`src/rtl/jesd_sysref_pkg.sv`:
```
// Shared SYSREF/LMFC definitions used by both the SYSREF generator and
// the receive-side LMFC aligner so both ends derive the same period.
package jesd_sysref_pkg;

    localparam int ERR_CNT_W = 8;

    typedef enum logic [1:0] {
        IDLE    = 2'd0,
        WAIT    = 2'd1,
        ALIGNED = 2'd2
    } lmfc_state_e;

    // LMFC period in core clocks: K frames of F octets, 4 octets per clock.
    function automatic int lmfc_period(input int k, input int f);
        return (k * f) / 4;
    endfunction

endpackage

```
`src/rtl/sysref_edge_det.sv`:
```
// SYSREF rising-edge detector.
// Ports: clock, rst (sync, active-high), sysref in; sysref_edge out (comb).
module sysref_edge_det (
    input  logic clock,
    input  logic rst,
    input  logic sysref,
    output logic sysref_edge
);

    logic sysref_q;
    logic sysref_d;

    always_comb begin
        sysref_d = sysref;
    end

    // Reset value 1 so a SYSREF already high at reset release is not an edge.
    always_ff @(posedge clock) begin
        if (rst) begin
            sysref_q <= 1'b1;
        end else begin
            sysref_q <= sysref_d;
        end
    end

    assign sysref_edge = sysref & ~sysref_q;

endmodule

```
`src/rtl/sysref_lmfc_align.sv`:
```
// Receive-side LMFC aligner: locks a free-running LMFC counter to SYSREF,
// drives SYNC~ after CGS, and flags/counts misaligned SYSREF edges.
// Ports: clock, rst, arm, sysref, realign, cgs_done in;
//        lmfc_pulse, lmfc_cnt, aligned, sync_n, sysref_err, err_cnt out.
module sysref_lmfc_align
    import jesd_sysref_pkg::*;
#(
    parameter int F     = 4,
    parameter int K     = 32,
    parameter int CNT_W = 9
) (
    input  logic                 clock,
    input  logic                 rst,
    input  logic                 arm,
    input  logic                 sysref,
    input  logic                 realign,
    input  logic                 cgs_done,
    output logic                 lmfc_pulse,
    output logic [CNT_W-1:0]     lmfc_cnt,
    output logic                 aligned,
    output logic                 sync_n,
    output logic                 sysref_err,
    output logic [ERR_CNT_W-1:0] err_cnt
);

    localparam int PERIOD = lmfc_period(K, F);
    localparam logic [CNT_W-1:0] LAST = CNT_W'(PERIOD - 1);

    if (PERIOD < 2 || PERIOD > (1 << CNT_W)) begin : g_bad_period
        $error("sysref_lmfc_align: PERIOD out of range for CNT_W");
    end

    lmfc_state_e          state_q, state_d;
    logic [CNT_W-1:0]     lmfc_cnt_q, lmfc_cnt_d;
    logic                 lmfc_pulse_q, lmfc_pulse_d;
    logic                 aligned_q, aligned_d;
    logic                 sync_n_q, sync_n_d;
    logic                 sysref_err_q, sysref_err_d;
    logic [ERR_CNT_W-1:0] err_cnt_q, err_cnt_d;
    logic                 sysref_edge;
    logic                 cnt_zero;

    sysref_edge_det u_edge (
        .clock       (clock),
        .rst         (rst),
        .sysref      (sysref),
        .sysref_edge (sysref_edge)
    );

    assign cnt_zero = (lmfc_cnt_q == '0);

    always_comb begin
        state_d      = state_q;
        lmfc_cnt_d   = cnt_zero ? LAST : lmfc_cnt_q - 1'b1;
        lmfc_pulse_d = cnt_zero;
        aligned_d    = aligned_q;
        sync_n_d     = sync_n_q;
        sysref_err_d = 1'b0;
        err_cnt_d    = err_cnt_q;

        unique case (state_q)
            IDLE: begin
                aligned_d = 1'b0;
                sync_n_d  = 1'b0;
                if (arm) begin
                    state_d = WAIT;
                end
            end
            WAIT: begin
                sync_n_d = 1'b0;
                if (!arm) begin
                    state_d   = IDLE;
                    aligned_d = 1'b0;
                end else if (sysref_edge) begin
                    state_d    = ALIGNED;
                    lmfc_cnt_d = LAST;
                    aligned_d  = 1'b1;
                end
            end
            ALIGNED: begin
                if (!arm) begin
                    state_d   = IDLE;
                    aligned_d = 1'b0;
                    sync_n_d  = 1'b0;
                end else begin
                    // An in-phase edge lands on cnt==0, where the natural
                    // wrap already reloads LAST, so only off-phase edges act.
                    if (sysref_edge && !cnt_zero) begin
                        sysref_err_d = 1'b1;
                        if (err_cnt_q != '1) begin
                            err_cnt_d = err_cnt_q + 1'b1;
                        end
                        if (realign) begin
                            lmfc_cnt_d = LAST;
                        end
                    end
                    // Release lines up with the registered lmfc_pulse.
                    if (!cgs_done) begin
                        sync_n_d = 1'b0;
                    end else if (cnt_zero) begin
                        sync_n_d = 1'b1;
                    end
                end
            end
            default: begin
                state_d = IDLE;
            end
        endcase
    end

    always_ff @(posedge clock) begin
        if (rst) begin
            state_q      <= IDLE;
            lmfc_cnt_q   <= LAST;
            lmfc_pulse_q <= 1'b0;
            aligned_q    <= 1'b0;
            sync_n_q     <= 1'b0;
            sysref_err_q <= 1'b0;
            err_cnt_q    <= '0;
        end else begin
            state_q      <= state_d;
            lmfc_cnt_q   <= lmfc_cnt_d;
            lmfc_pulse_q <= lmfc_pulse_d;
            aligned_q    <= aligned_d;
            sync_n_q     <= sync_n_d;
            sysref_err_q <= sysref_err_d;
            err_cnt_q    <= err_cnt_d;
        end
    end

    assign lmfc_pulse = lmfc_pulse_q;
    assign lmfc_cnt   = lmfc_cnt_q;
    assign aligned    = aligned_q;
    assign sync_n     = sync_n_q;
    assign sysref_err = sysref_err_q;
    assign err_cnt    = err_cnt_q;

endmodule

```
`config.mk`:
```
export PLATFORM = sky130hd
export DESIGN_NAME = sysref_lmfc_align
export DESIGN_NICKNAME = d
export VERILOG_FILES = /design/src/rtl/jesd_sysref_pkg.sv /design/src/rtl/sysref_edge_det.sv /design/src/rtl/sysref_lmfc_align.sv
export SDC_FILE = /design/constraint.sdc
export NUM_CORES = 1
export LEC_CHECK = 0
export CORE_MARGIN = 1
export CORE_UTILIZATION = 35
export DETAILED_ROUTE_END_ITERATION = 8
export PLACE_DENSITY = 0.57
export RECOVER_POWER = 100
export SETUP_SLACK_MARGIN = 0.15
export SLEW_MARGIN = 20
export SYNTH_ARGS = -nofsm -noshare
export SYNTH_HDL_FRONTEND = slang
export SYNTH_HIERARCHICAL = 1
export SYNTH_SLANG_ARGS = --single-unit
```
`constraint.sdc`:
```
create_clock -name clock -period 2.6 [get_ports clock]
set_input_delay 0.26 -clock clock [delete_from_list [all_inputs] [get_ports clock]]
set_output_delay 0.26 -clock clock [all_outputs]
set_load 0.01 [all_outputs]
```
==> impl_metrics.env <==
export IMPL_status="finished, final reports clean"
export IMPL_drt_wl_total_um=2510
export IMPL_ys_flop_type="dfxtp_1"
export IMPL_grt_pass1_vias=959
export IMPL_core_area_mm2=0.00339
export IMPL_worstPathRequired_ps=2810
export IMPL_skew_ps=7.43
export IMPL_tightest_slew_ps=699
export IMPL_path_class="register to register"
export IMPL_htree_num_levels=1
export IMPL_min_period_ps=2140
export IMPL_clkLatencyLatePin_ps=310
export IMPL_critPathArrivalTime_ps=2350
export IMPL_cp_max_fo=14
export IMPL_clock_path_buffers=2
export IMPL_via_per_inst=5.06
export IMPL_synth_edff_count=0
export IMPL_grt_ovfl_total=0
export IMPL_grt_max_degree=21
export IMPL_hpwlAfterDp_um=1930
export IMPL_endpoint_kind="register"
export IMPL_gp_congestion=0.839
export IMPL_syn_area_mm2=0.00125
export IMPL_num_io_pins=27
export IMPL_syn_num_nets=155
export IMPL_dieWidth_um=61.8
export IMPL_internal_power_mw=0.485
export IMPL_switching_share_pct=25.9
export IMPL_maxCapViolations=0
export IMPL_p_leak_nw=0.591
export IMPL_clock_power_share_pct=23.9
export IMPL_max_stage_delay_ps=580
export IMPL_crit_buf_inv=1
export IMPL_die_h_um=61.8
export IMPL_final_cells=214
export IMPL_drive_gt1_share_pct=5.95
export IMPL_nFillCells=360
export IMPL_ff_latch_area_um2=480
export IMPL_max_slew_margin_pct=53.3
export IMPL_grtUsageTotal_pct=15.0
export IMPL_slowest_stage="or4b_1"
export IMPL_cts_sinks=24
export IMPL_cts_buffers=3
export IMPL_ctsResizeCount=0
export IMPL_rrSetupSlack_ps=460
export IMPL_grt_setup_unrepaired="no"
export IMPL_initial_core_util_pct=36.9
export IMPL_hold_class="register to register"
export IMPL_drt_met1_wl_um=1250
export IMPL_cp_cell_sequence="inv_1 -> ha_1 -> or4b_1 -> o2111ai_4 -> nor3_1 -> mux2_1"
export IMPL_die_area_mm2=0.00382
export IMPL_multi_input_area_um2=678
export IMPL_place_area_mm2=0.00152
export IMPL_power_per_cell_area_mw_per_mm2=426
export IMPL_maxSlewViolCount=0
export IMPL_grt_pass1_wl_um=4280
export IMPL_route_met3_wl_um=64
export IMPL_ff2ff_path_depth=6
export IMPL_critical_path_depth=6
export IMPL_fin_area_mm2=0.00154
export IMPL_highest_layer="met4"
export IMPL_placement_rows=21
export IMPL_ys_ff_latch=24
export IMPL_power_switching_mw=0.169
export IMPL_antenna_left=0
export IMPL_n_antenna_cell=0
export IMPL_setup_violations=0
export IMPL_drtIter0Drc=39
export IMPL_fin_util_pct=45.3
export IMPL_final_nets=182
export IMPL_hold_buffers=0
export IMPL_ys_async_sr_fraction_pct=0
export IMPL_cts_root_buf="clkbuf_4"
export IMPL_dr_wl_met2_um=1170
export IMPL_drc=0
export IMPL_wl_per_cell_um=11.7
export IMPL_antenna_found_initial=0
export IMPL_synth_area_per_cell_um2=8.75
export IMPL_cpLargestDelayFamily="simple AND/OR/NAND/NOR gates"
export IMPL_fin_tns_setup_ps=0
export IMPL_synth_distinct_cells=40
export IMPL_whs_path_depth=2
export IMPL_worst_slack_ps=459
export IMPL_area_delta_synth_final_pct=22.8
export IMPL_fmax_ghz=0.467
export IMPL_seqPwrFrac_pct=60.8
export IMPL_port_buffers=26
export IMPL_cts_tree="built"
export IMPL_vias=1082
export IMPL_cts_setup_buffers=0
export IMPL_ir_drop_mv=0.249
export IMPL_finalCritPeriodShare_pct=82.3
export IMPL_startpoint_type="register"
export IMPL_path_clk_slew_ps=120
export IMPL_final_hold_viol_count=0
export IMPL_combPwrFrac_pct=15.3
export IMPL_dp_cells=211
export IMPL_first_pass_iters=3
export IMPL_synth_seq_area_share_pct=38.4
export IMPL_synth_warnings=6
export IMPL_synth_cells=143
export IMPL_post_place_ws_ps=287
-- worst register-to-register path, cell delays in order, from the launching register on --
cell and delay (ps):
dfxtp_1 360, inv_1 70, ha_1 200, or4b_1 580
o2111ai_4 420, nor3_1 110, mux2_1 320
-- kinds of logic after synthesis --
| kind of cell | after synthesis | synth area share [%] |
|---|---|---|
| mux | 3 | 2.60 |
| buf+inv | 14 | 7.10 |
| xor+xnor | 5 | 3.50 |
| fa+ha+maj | 6 | 6.00 |
| simple gates | 57 | 23.8 |
| flops | 24 | 38.4 |
| compound gates | 34 | 18.6 |
-- stage by stage --
| stage | power, mW | hold slack (ps) |
|---|---|---|
| detailed placement | 0.513 | 461 |
| floorplan | 0.472 | 357 |
| global route | 0.694 | 506 |
| global placement | 0.510 | 455 |
| CTS | 0.670 | 479 |
| finish | 0.654 | 477 |
-- layout make-up --
class / instances / area share [%]
repair buffers: 27 / 17.2
clock buffers: 3 / 1.47
inverters: 9 / 2.20
well taps: 46 / 3.75
flip-flops and latches: 24 / 31.3
multi-input cells: 105 / 44.1
-- cells in the mapped netlist, drive strengths merged (2+ instances only) --
library cell,count,area [um^2]
dfxtp,24,480
mux2,2,22.5
buf,2,22.5
or3,5,31.3
nand2,7,26.3
nand3,4,20.0
nor3,2,10.0
o31ai,3,22.5
ha,6,75.1
o211ai,2,15.0
nor2b,4,25.0
o21ai,9,45.0
inv,9,33.8
or4,4,37.5
o41ai,2,17.5
or2,2,12.5
nor2,22,82.6
a21oi,8,40.0
nor4,2,12.5
xnor2,4,35.0
a31oi,3,18.8
clkbuf,3,32.5
o21a,2,15.0
o2111ai,2,35.0
-- cells in the final DEF, fill, tap and decap left out, drive strengths merged, types with 5 or more instances in the layout --
| cell type | Yosys | final |
|---|---|---|
| a21oi | 8 | 8 |
| dfxtp | 24 | 24 |
| dlygate4sd3 | 0 | 22 |
| ha | 6 | 6 |
| inv | 9 | 9 |
| nand2 | 7 | 7 |
| nor2 | 22 | 22 |
| o21ai | 9 | 9 |
| or3 | 5 | 5 |
-- path summary, 6_finish.rpt --
| check | from | end |
|---|---|---|
| max reg2reg | lmfc_cnt[0] | err_cnt[5] |
| min reg2reg | lmfc_cnt[8] | lmfc_cnt[8] |
| max | lmfc_cnt[0] | err_cnt[5] |
| min | lmfc_cnt[8] | lmfc_cnt[8] |
-- flip-flops by register name, summed over array words and instances, names as in the netlist --
name / flops
lmfc_pulse: 1
state_q: 2
err_cnt: 8
lmfc_cnt: 9
aligned: 1
sysref_err: 1
sync_n: 1
u_edge/sysref_q: 1
-- power by group through the flow --
stage	logic [mW]	registers [mW]	clock network, mW
6_report	0.100	0.398	0.156
5_1_grt	0.114	0.401	0.179
4_1_cts	0.106	0.399	0.165
3_5_place_dp	0.106	0.407	0
3_3_place_gp	0.104	0.407	0
2_1_floorplan	0.0618	0.410	0
-- per-layer routing --
metal	vias up	track usage, %
li1	558	-
met3	5	2.48
met2	18	24.3
met1	501	20.5
met4	0	4.76
met5	-	0
(Power assumes the default switching activity.)
